## config.mk

```make
export PLATFORM = sky130hd
export DESIGN_NAME = uart_tx_arbiter
export DESIGN_NICKNAME = d
export VERILOG_FILES = /design/src/rtl/uart_tx_arbiter.sv
export SDC_FILE = /design/constraint.sdc
export NUM_CORES = 1
export LEC_CHECK = 0
export ABC_CLOCK_PERIOD_IN_PS = 3600
export CORE_MARGIN = 2
export CORE_UTILIZATION = 30
export DETAILED_ROUTE_END_ITERATION = 8
export PLACE_DENSITY_LB_ADDON = 0.25
export SYNTH_ARGS = -nofsm -noshare
export SYNTH_HDL_FRONTEND = slang
export SYNTH_SLANG_ARGS = --single-unit
```

## constraint.sdc

```tcl
create_clock -name clock -period 3.6 [get_ports clock]
set_input_delay 0.72 -clock clock [delete_from_list [all_inputs] [get_ports clock]]
set_output_delay 0.72 -clock clock [all_outputs]
set_load 0.02 [all_outputs]
```

## src/rtl/uart_tx_arbiter.sv

```systemverilog
// Round-robin arbiter that lets one of four byte streams own the UART TX FIFO
// for a whole packet, revoking the grant when the owner goes quiet too long.
module uart_tx_arbiter #(
    parameter int NUM_REQ        = 4,
    parameter int TIMEOUT_CYCLES = 2700
) (
    input  logic                   clock,
    input  logic                   reset,
    input  logic [NUM_REQ-1:0]     req_valid,
    input  logic [8*NUM_REQ-1:0]   req_data,
    input  logic [NUM_REQ-1:0]     req_last,
    output logic [NUM_REQ-1:0]     req_ready,
    output logic [7:0]             tx_fifo_data_in,
    output logic                   tx_fifo_write_en,
    input  logic                   tx_fifo_full,
    output logic                   grant_valid,
    output logic [$clog2(NUM_REQ)-1:0] grant_id,
    output logic                   timeout_pulse,
    output logic [15:0]            packet_count
);

    localparam int IDW = $clog2(NUM_REQ);
    localparam logic [15:0] LP_TO_LAST = 16'(TIMEOUT_CYCLES - 1);

    typedef enum logic {
        S_IDLE,
        S_GRANT
    } state_t;

    state_t           r_state;
    logic [IDW-1:0]   r_grant_id;
    logic [IDW-1:0]   r_last_owner;
    logic             r_timeout_pulse;
    logic [15:0]      r_packet_count;
    logic [15:0]      r_idle_cnt;

    state_t           w_state_nx;
    logic [IDW-1:0]   w_gid_nx;
    logic [IDW-1:0]   w_last_nx;
    logic             w_pulse_nx;
    logic [15:0]      w_pc_nx;
    logic [15:0]      w_cnt_nx;
    logic [15:0]      w_cnt_inc;

    logic             w_in_grant;
    logic             w_own_valid;
    logic             w_own_last;
    logic             w_xfer;
    logic             w_found;
    logic [IDW-1:0]   w_winner;
    logic [IDW-1:0]   w_idx;

    assign w_in_grant  = reset && (r_state == S_GRANT);
    assign w_own_valid = req_valid[r_grant_id];
    assign w_own_last  = req_last[r_grant_id];
    assign w_xfer      = w_in_grant && !tx_fifo_full && w_own_valid;
    assign w_cnt_inc   = r_idle_cnt + 16'd1;

    assign tx_fifo_write_en = w_xfer;
    assign tx_fifo_data_in  = req_data[{r_grant_id, 3'b000} +: 8];
    assign grant_valid      = (r_state == S_GRANT);
    assign grant_id         = r_grant_id;
    assign timeout_pulse    = r_timeout_pulse;
    assign packet_count     = r_packet_count;

    always_comb begin
        req_ready = '0;
        if (w_in_grant && !tx_fifo_full) begin
            req_ready[r_grant_id] = 1'b1;
        end
    end

    // Search starts just past the previous owner so it goes to the back.
    always_comb begin
        w_found  = 1'b0;
        w_winner = r_last_owner;
        w_idx    = r_last_owner;
        for (int k = 1; k <= NUM_REQ; k++) begin
            w_idx = r_last_owner + IDW'(k);
            if (!w_found && req_valid[w_idx]) begin
                w_winner = w_idx;
                w_found  = 1'b1;
            end
        end
    end

    always_comb begin
        w_state_nx = r_state;
        w_gid_nx   = r_grant_id;
        w_last_nx  = r_last_owner;
        w_pulse_nx = 1'b0;
        w_pc_nx    = r_packet_count;
        w_cnt_nx   = r_idle_cnt;
        case (r_state)
            S_IDLE: begin
                if (w_found) begin
                    w_state_nx = S_GRANT;
                    w_gid_nx   = w_winner;
                    w_cnt_nx   = '0;
                end
            end
            S_GRANT: begin
                if (w_xfer) begin
                    w_cnt_nx = '0;
                    if (w_own_last) begin
                        w_state_nx = S_IDLE;
                        w_last_nx  = r_grant_id;
                        w_pc_nx    = r_packet_count + 16'd1;
                    end
                end else if (tx_fifo_full) begin
                    // A full FIFO is backpressure, not an idle requester.
                    w_cnt_nx = '0;
                end else if (!w_own_valid) begin
                    if (w_cnt_inc == LP_TO_LAST) begin
                        w_state_nx = S_IDLE;
                        w_pulse_nx = 1'b1;
                        w_last_nx  = r_grant_id;
                        w_cnt_nx   = '0;
                    end else begin
                        w_cnt_nx = w_cnt_inc;
                    end
                end
            end
            default: begin
                w_state_nx = S_IDLE;
            end
        endcase
    end

    always_ff @(posedge clock) begin
        if (!reset) begin
            r_state         <= S_IDLE;
            r_grant_id      <= '0;
            r_last_owner    <= IDW'(NUM_REQ - 1);
            r_timeout_pulse <= 1'b0;
            r_packet_count  <= '0;
            r_idle_cnt      <= '0;
        end else begin
            r_state         <= w_state_nx;
            r_grant_id      <= w_gid_nx;
            r_last_owner    <= w_last_nx;
            r_timeout_pulse <= w_pulse_nx;
            r_packet_count  <= w_pc_nx;
            r_idle_cnt      <= w_cnt_nx;
        end
    end

endmodule

```

== After elaboration in Yosys (flattened, before gate mapping) ==
Cells that the tools add are included.

* Bits of input ports: 43
* Register bits: 38

* Muxes and demuxes: 42
* Eq/ne operators: 6
* $add $sub $neg: 5
* Bitwise logic cells: 2
* Reduce and logical (&&, ||, !) cells: 17
* $lt $le $gt $ge: 6
* Shift operators: 1

{| class="wikitable"
|+ Operator list
! operator !! count
|-
| 16-bit 2-to-1 mux || 5
|-
| 16-bit by 1-bit adder with 16-bit output, second input constant || 2
|-
| 16-bit one-hot mux with 2 select lines || 1
|-
| 32-bit by 6-bit variable part select with 8-bit output || 1
|-
| 1-bit 2-to-1 mux || 18
|-
| 2-bit 2-to-1 mux || 9
|-
| 16-bit by 12-bit equality test with 1-bit output, second input constant || 1
|-
| 2-bit by 3-bit less-than comparator with 1-bit output, second input constant || 5
|-
| 1-bit binary-select mux with 2-bit select || 6
|-
| 1-bit logical AND || 7
|-
| 2-bit != test, second input constant || 3
|-
| 5-bit AND reduction || 1
|-
| 5-bit OR reduction || 1
|-
| 2-bit adder, second input constant || 2
|-
| 1-bit logical NOT || 4
|-
| 4-bit 2-to-1 mux || 1
|-
| 4-bit != test, second input constant || 1
|-
| 2-bit AND reduction || 2
|-
| 3-bit AND reduction || 1
|-
| 2-bit by 1-bit adder with 2-bit output, second input constant || 1
|-
| 1-bit demux with 2-bit select || 1
|-
| 2-bit by 1-bit >= comparator with 1-bit output, second input constant || 1
|-
| 2-bit by 1-bit != test with 1-bit output, second input constant || 1
|-
| 1-bit inverter || 2
|-
| other kinds (2) || 2
|}

== Longest topological paths before layout ==
* Depth after elaboration: 15
* Depth in mapped cells: 9

== Worst setup path after synthesis ==
Ideal clock, no wire load.

* Kind: register -> register
* Start point: register r_idle_cnt[0]
* End point: register r_idle_cnt[7]
* Path buffers: 1
* Path slack: 1.104 ns
* Required time: 3.486 ns
* Library setup time: 0.114 ns
* Cell stages (with the launch flop): 10
* Arrival: 2.383 ns
* Path through: dfxtp_1 > ha_1 > nand3_1 > or3_1 > mux2i_1 > or4_4 > o31ai_4 > buf_6 > o21ai_1 > a21o_1

* Longest elaborated chain between the ends: 7

{| class="wikitable"
|+ RTL lines
! what !! line !! RTL
|-
| start, declared || 35 || <nowiki>logic [15:0] r_idle_cnt;</nowiki>
|-
| start signal, assigned || 144 || <nowiki>r_idle_cnt <= w_cnt_nx;</nowiki>
|-
| 16-bit by 1-bit adder with 16-bit output * || 57 || <nowiki>assign w_cnt_inc = r_idle_cnt + 16'd1;</nowiki>
|-
| 16-bit by 12-bit equality test with 1-bit output || 114 || <nowiki>if (w_cnt_inc == LP_TO_LAST) begin</nowiki>
|-
| 16-bit 2-to-1 mux * || 114 ||
|-
| 16-bit 2-to-1 mux * || 113 || <nowiki>end else if (!w_own_valid) begin</nowiki>
|-
| 16-bit 2-to-1 mux * || 110 || <nowiki>end else if (tx_fifo_full) begin</nowiki>
|-
| 16-bit 2-to-1 mux * || 103 || <nowiki>if (w_xfer) begin</nowiki>
|-
| 16-bit one-hot mux with 2 select lines * || 94 || <nowiki>case (r_state)</nowiki>
|}

Mark *: on every way between the ends. The rest lies on a longest branch, timed or not. The select of a mux whose other input is x is not followed.
A chain may end at the register's enable or synchronous reset.

== Worst setup path in the final report ==
* Start point: input port req_valid[3]
* End point: output port tx_fifo_write_en

* Longest elaborated chain between the ends: 3

{| class="wikitable"
|+ RTL lines
! what !! line !! RTL
|-
| start, declared || 9 || <nowiki>input logic [NUM_REQ-1:0] req_valid,</nowiki>
|-
| 1-bit binary-select mux with 2-bit select || 54 || <nowiki>assign w_own_valid = req_valid[r_grant_id];</nowiki>
|-
| 1-bit 2-to-1 mux (implied by the code) || 54 ||
|-
| 1-bit logical AND || 56 || <nowiki>assign w_xfer = w_in_grant && !tx_fifo_full && w_own_valid;</nowiki>
|-
| end, declared || 14 || <nowiki>output logic tx_fifo_write_en,</nowiki>
|}

No other way between the ends. The select of a mux whose other input is x is not followed.

==> reports/metrics.yaml <==
cts_root_buf: "clkbuf_8"
vias_per_cell: 5.04
synth_top_area_share_pct: 32.8
vdd_drop_max_mv: 0.101
placed_cell_area_mm2: 0.00318
die_area_mm2: 0.00844
comb_power_share_pct: 18.1
row_count: 32
postSynthAreaPerCell_um2: 9.05
initial_core_util_pct: 30.4
crit_path_end_kind: "output port"
ctsLongestPathBuffers: 2
syn_area_mm2: 0.00232
clkPwrFrac_pct: 34.2
status: "complete, no violations"
async_flop_share_pct: 0
cts-resized-gates: 0
fin_area_mm2: 0.00328
syn2layout_area_growth_pct: 41.5
overflow: 0
rsz0062_at_grt: "no"
numCtsBuffers: 5
slew_headroom_pct: 57.7
ys_warn_count: 0
cts_hold_buf: 0
synth_area_leader_cell: "dfxtp_1"
finalCriticalPeriod_ns: 3.21
clock.fmax_mhz: 312
clk_pin_slew_worst_paths_ns: 0.07
internal_power_w: 0.000679
track_usage_pct: 14.1
dp_hpwl_mm: 4.20
drt_wl_total_mm: 5.68
netlist_instances: 256
synthTopCellsByCount: "dfxtp_1, nand2_1, and2_1"
leakage_nw: 1.18
worstPathRequired_ns: 2.88
die_h_um: 91.9
clock-sinks: 38
start_kind: "input pin"
ant_nets: 0
fillCellCount: 742
final_nets: 378
drt-pass1-iter-count: 4
first_global_vias: 2155
grt_pass1_wl_mm: 9.72
synthesis.nets: 302
antenna_found_initial: 0
synth_ff_type: "dfxtp_1"
port_buffers: 75
cts_setup_buffers: 0
grt_max_degree: 34
worst_slew_pin_slew_ns: 0.634
finish.utilization_pct: 43.1
routabilityCongestion: 0.836
pwr-share-seq_pct: 47.7
synth_seq_cells: 38
finalSetupViolCount: 0
hold_path_class: "flip-flop to flip-flop"
synth_area_leaders: "dfxtp_1, mux4_2, xnor2_1"
slew_violations: 0
critical_path_class: "input pin to output port"
fin_tns_setup_ns: 0
n_antenna_cell: 0
power_density_mw_per_mm2: 277
dr.first_iter.drc_count: 64
cts_tree: "built"
synth_edf_count: 0
crit_fanout: 5
finalHoldViolations: 0
ys_seq_area_share_pct: 32.8
max-cap-violations: 0
insertion_delay_ns: 0.29
worstPathArrival_ns: 2.49
p_sw_share_pct: 25.1
final.setup_skew_ns: 0.00971
die_w_um: 91.9
drive_above_1_share_pct: 10.5
fin_crit_sh_pct: 89.2
p_sw_w: 0.000227
cts_max_level: 2
yosysMostFrequentCell: "dfxtp_1"
wl_per_cell_um: 13.1
drcViolationCount: 0
num_vias: 2193
yosys.cell_types.count: 52
io_pins: 76
coreArea_mm2: 0.00761
==> worst paths after layout <==
| path | end | depth (start not counted) | slack (ns) | start |
|---|---|---|---|---|
| min | packet_count[14] | 1 | 0.50 | packet_count[14] |
| min reg2reg | packet_count[14] | 1 | 0.50 | packet_count[14] |
| max reg2reg | r_idle_cnt[9] | 8 | 0.52 | r_idle_cnt[0] |
| max | tx_fifo_write_en | 4 | 0.39 | req_valid[3] |
==> worst max-delay path: stages <==
cell and delay, ns:
clkdlybuf4s50_1 0.50, mux4_2 0.55, and2_1 0.17, clkdlybuf4s50_1 0.55
==> placed cells by master, fill, tap and decap left out, types with 7 or more instances in the layout <==
cell type        synthesis  routed
nand3_1                 12      12
dfxtp_1                 38      38
o21ai_0                 14      14
nand4_1                  9       9
nand2_1                 23      23
xnor2_1                 15      15
and2_1                  16      16
and3_1                   7       7
mux4_2                  10      10
nor2_1                  14      14
clkdlybuf4s50_1          0      75
==> layout make-up <==
cell class	count	area [um^2]	area share, %
Sequential cell	38	761	23.2
Clock buffer	6	82.6	2.52
Clock inverter	2	12.5	0.382
Tap cell	102	128	3.89
Multi-Input combinational cell	202	1480	45.2
Timing Repair Buffer	81	796	24.3
Inverter	4	15.0	0.458
==> state kept, by name (all words and copies together) (netlist names) <==
register	count
grant_valid	1
timeout_pulse	1
r_last_owner	2
packet_count	16
grant_id	2
r_idle_cnt	16
==> metrics by stage <==
step	total power [W]	instances	hold slack (ns)	setup WS, ns
5_1_grt	0.000953	435	0.552	0.276
3_3_place_gp	0.000606	427	0.490	0.421
4_1_cts	0.000919	435	0.513	0.400
6_report	0.000906	435	0.504	0.390
2_1_floorplan	0.000517	256	0.473	1.10
3_5_place_dp	0.000608	427	0.498	0.398
==> kinds of logic after synthesis <==
kind of cell | share of synthesized area [%]
and+or+nand+nor | 30.7
AOI/OAI and AO/OA | 13.8
DFF | 32.8
xor gates and xnor gates | 6.43
buffers and inverters | 3.13
muxes | 11.5
adders and majority gates | 1.62
==> power groups by stage <==
stage / registers, W / clock network, W / logic [W]
5_1_grt: 0.000434 / 0.000343 / 0.000176
6_report: 0.000432 / 0.000310 / 0.000164
3_5_place_dp: 0.000443 / 0 / 0.000165
2_1_floorplan: 0.000441 / 0 / 0.0000765
4_1_cts: 0.000433 / 0.000320 / 0.000166
3_3_place_gp: 0.000443 / 0 / 0.000163
==> per-layer routing <==
metal / GRT usage (%) / vias up / part of all wire (%)
met4: 3.61 / 0 / 0.70
met1: 17.2 / 1024 / 45
met2: 23.7 / 72 / 46
li1: - / 1092 / -
met5: 0 / - / 0
met3: 4.77 / 5 / 8.1
Note: power is estimated with default switching activity, not from simulation.
==> RTL change 1, RTL diff (config.mk and constraints unchanged) <==
Register the output `packet_count` once more, with the module's reset; this adds one clock of latency there. The other outputs are not delayed to match.
--- a/src/rtl/uart_tx_arbiter.sv
+++ b/src/rtl/uart_tx_arbiter.sv
@@ -63,3 +63,9 @@
     assign timeout_pulse    = r_timeout_pulse;
-    assign packet_count     = r_packet_count;
+    always_ff @(posedge clock) begin
+        if (!reset) begin
+            packet_count <= '0;
+        end else begin
+            packet_count <= r_packet_count;
+        end
+    end
 
Formal check against the unedited RTL: not equivalent (a bounded check fails within 4 cycles, from zero or initial values and one cycle with reset low).
==> RTL change 1 against the original RTL <==
Final cell count grew 20%; wire length grew 21%; clock power grew 17%; total power grew 26%; sequential cell count grew 16; critical path depth is the same; largest cell class unchanged; setup slack lost 0.027 ns; sequential share of layout area grew 5.1 points; critical path type unchanged; maximum frequency shrank 0.82%; hold slack lost 0.036 ns; clock skew grew 0.0027 ns; area after synthesis grew 23%; design area grew 16%.
==> RTL change 1: results (changes against the original RTL) <==
metric,value,unit,change
detailed-route vias per instance,4.93,,-2.1%
Area after DPL,3710,um2,+17%
signal buffers share of area,0.205,,-0.0382
Worst-Margin Slew,0.718,ns,+0.0841 ns
area share of fa/ha/maj cells after synthesis,0.0132,,-0.00305
Crit path arrival time,2.52,ns,+0.03 ns
Pint,0.858,mW,+26%
Critical Path Fanout Max,7,,+2
fin crit period,3.24,ns,+0.0266 ns
multi-input logic area,1650,um2,+11%
Worst VDD drop,0.000190,V,+88%
RR Startpoint,r_idle_cnt[1]$_SDFFE_PN0P_,,
largest net degree at the start of global routing,26,,-24%
"Endpoint, Worst Hold",packet_count[13]$_SDFF_PN0_,,
Non-CTS inverters,11,,+7
first-pass GRT wire length,11700,um,+21%
core box area,9240,um2,+21%
Routed WL,6900,um,+21%
clk_skew,0.0124,ns,+0.00273 ns
total track usage,0.142,,+0.00121
FF-to-FF setup slack,0.91,ns,+0.39 ns
Syn Area/Cell,8.75,um2,-3.3%
Worst Hold Slack,0.468,ns,-0.0359 ns
outcome,"finished, final reports clean",,
Cell Count Post-Placement,515,,+21%
fraction of standard cell area that is sequential,0.283,,+0.0512
Yosys cell types,54,,+3.8%
Clock power frac,0.318,,-0.024
layout cells sized above 1,0.0863,,-0.0188
"Reg clk slew, reported paths",0.10,ns,+0.03 ns
# fillers,956,,+29%
Hold Crit Start,r_packet_count[13]$_SDFFE_PN0P_,,
DR vias,2580,,+18%
routability cong.,0.774,,-7.4%
synth cell count leaders,"dfxtp_1, nand2_1, nor2_1",,
Mapped Nets,372,,+23%
Leak,1.35,nW,+15%
post-detail-place hpwl,5230,um,+25%
number of global-route vias before repair,2522,,+17%
worst-case reg-to-reg path depth,7,,-1
final net count,439,,+16%
Finished Cell Area,3810,um2,+16%
Place WS,0.372,ns,-0.0260 ns
drt first-iter violations,130,,+100%
WHS Path Cells,2,,+1
"slowest stage delay, CP",0.59,ns,+0.04 ns
multi-input gate count,242,,+20%
## RTL change 1: cell types whose count changed after synthesis, sizes merged, moves of 7 or more
cell | unedited run | this run
nor2 | 14 | 33
dfxtp | 38 | 54
nand2 | 23 | 36
a21oi | 4 | 13
nor3 | 6 | 14
inv | 4 | 11
## RTL change 1: routing by layer
layer / vias up / global-route usage / share of wire
met5: - / 0 / 0
met4: 0 / 0.0374 / 0.011
met3: 4 / 0.0373 / 0.069
met2: 83 / 0.236 / 0.46
met1: 1196 / 0.182 / 0.46
li1: 1297 / - / -
## RTL change 1: cells by family after synthesis
family / after synthesis
adders and majority gates: 3
DFF: 54
muxes: 16
xor gates and xnor gates: 16
AOI/OAI and AO/OA: 56
buffers and inverters: 30
and+or+nand+nor: 151
## RTL change 1: worst reg2reg max path, stage by stage, from the launching register on
cell       delay [ns]
dfxtp_1          0.51
ha_1             0.40
inv_1            0.15
nor4_2           0.38
mux2i_1          0.37
o2111ai_2        0.29
nand2_1          0.31
o21ai_0          0.14
==> RTL change 2, RTL diff (config.mk and constraints unchanged) <==
Made on the original files. Set the parameter `NUM_REQ` to 8 (it was 4).
--- a/src/rtl/uart_tx_arbiter.sv
+++ b/src/rtl/uart_tx_arbiter.sv
@@ -3,3 +3,3 @@
 module uart_tx_arbiter #(
-    parameter int NUM_REQ        = 4,
+    parameter int NUM_REQ        = 8,
     parameter int TIMEOUT_CYCLES = 2700
Ports: changed (5 resized); port bits go from 76 to 121. The function was not compared with the original's and may differ.
==> RTL change 2 against the original RTL <==
Via count increased by 76%; design area increased by 64%; sequential cell count increased by 2; critical path depth increased by 2; register-to-register slack got worse by 0.08 ns; sequential power increased by 10%; total power increased by 70%; wire length increased by 110%; area after synthesis increased by 61%; die area increased by 58%; setup slack got worse by 0.14 ns; critical endpoint unchanged; largest power group is now combinational cells.
==> RTL change 2: results (changes against the original RTL) <==
metric,value,unit,change
outcome,"finished, final reports clean",,
number of global-route vias before repair,3700,,+72%
Slew HR,0.524,,-0.0532
first-pass GRT wire length,19200,um,+98%
largest net degree at the start of global routing,41,,+21%
synth cell count leaders,"nand2_1, nor2_1, dfxtp_1",,
Crit path arrival time,2.62,ns,+0.13 ns
Mapped Nets,533,,+76%
yosys warns,0,,unchanged
area share of fa/ha/maj cells after synthesis,0.0168,,+0.000594
I/O Buffers,120,,+60%
final net count,655,,+73%
layout cells sized above 1,0.151,,+0.0463
post_cts resized,0,,unchanged
mux cell area share after synthesis,0.216,,+0.101
routability cong.,0.884,,+5.7%
Leak,1.86,nW,+58%
Area after DPL,5190,um2,+63%
Worst VDD drop,0.000154,V,+53%
Clock Root Buffer,clkbuf_16,,
Routed WL,11700,um,+110%
register area share after synthesis,0.215,,-0.113
Yosys cell types,62,,+19%
DR vias,3864,,+76%
post-detail-place hpwl,9130,um,+120%
XOR/XNOR share of the synthesized area,0.0541,,-0.0102
drt first-iter violations,241,,+280%
clk_skew,0.00470,ns,-0.00501 ns
total track usage,0.178,,+0.0374
top post-synthesis cells by area,"dfxtp_1, mux4_2, mux2i_1",,
GRT met2 Usage,0.311,,+0.0742
met3 Use GR,0.0194,,-0.0283
==> RTL change 2: cell types whose count changed after synthesis, sizes merged, moves of 8 or more <==
cell	delta
a21oi	+17
and2	-12
buf	+8
clkbuf	+11
mux2i	+19
mux4	+12
nand2	+26
nor2	+27
nor3	+14
xnor2	-9
xor2	+15
==> RTL change 2: worst paths after layout <==
kind,from,to,slack [ns],cells past startpoint
min,r_idle_cnt[15]$_SDFFE_PN0P_,r_idle_cnt[15]$_SDFFE_PN0P_,0.46,2
min reg2reg,r_idle_cnt[15]$_SDFFE_PN0P_,r_idle_cnt[15]$_SDFFE_PN0P_,0.46,2
max,req_valid[6],tx_fifo_write_en,0.26,6
max reg2reg,r_last_owner[0]$_SDFFE_PN1P_,r_idle_cnt[1]$_SDFFE_PN0P_,0.44,10
==> RTL change 2: worst max-delay path, cell delays in order <==
cell and delay, ns:
clkdlybuf4s50_1 0.48, buf_4 0.15, nand3b_1 0.08, a21boi_0 0.25
o41a_1 0.29, clkdlybuf4s50_1 0.65
==> RTL change 2: cell type report <==
cell class,count,area [um2]
timing repair buffer,146,1400
sequential,40,802
fill,1190,6700
tap,168,210
inverter,11,41.3
multi-input combinational,363,2740
clock buffer,5,125
clock inverter,3,46.3
==> RTL change 2: metrics by stage <==
stage / power, mW / setup slack (ns) / cells
after floorplan: 0.793 / 0.510 / 445
after global placement: 1.02 / 0.106 / 728
after detailed placement: 1.03 / 0.0694 / 728
after CTS: 1.55 / 0.239 / 736
after global routing: 1.62 / 0.0707 / 736
final: 1.54 / 0.255 / 736
==> RTL change 2: metal layers <==
layer | up-vias | share of wire
met2 | 57 | 0.51
met1 | 1879 | 0.44
met5 | - | 0
li1 | 1916 | -
met3 | 12 | 0.029
met4 | 0 | 0.017
==> RTL change 2: power breakdown <==
part / switching, mW / internal [mW] / leakage, nW / total [mW]
sequential: 0.0269 / 0.450 / 0.324 / 0.477
clock: 0.188 / 0.329 / 0.0804 / 0.518
combinational: 0.254 / 0.287 / 1.46 / 0.541
total: 0.469 / 1.07 / 1.86 / 1.54
==> RTL change 2: cells by family (layout without fill, tap and decap cells) <==
logic type | after synthesis | in the layout
XOR/XNOR | 23 | 23
flip-flops | 40 | 40
multiplexers | 52 | 52
adder cells (fa/ha/maj) | 5 | 5
AND/OR/NAND/NOR | 194 | 194
buffers and inverters | 42 | 165
AO/OA/AOI/OAI | 89 | 89
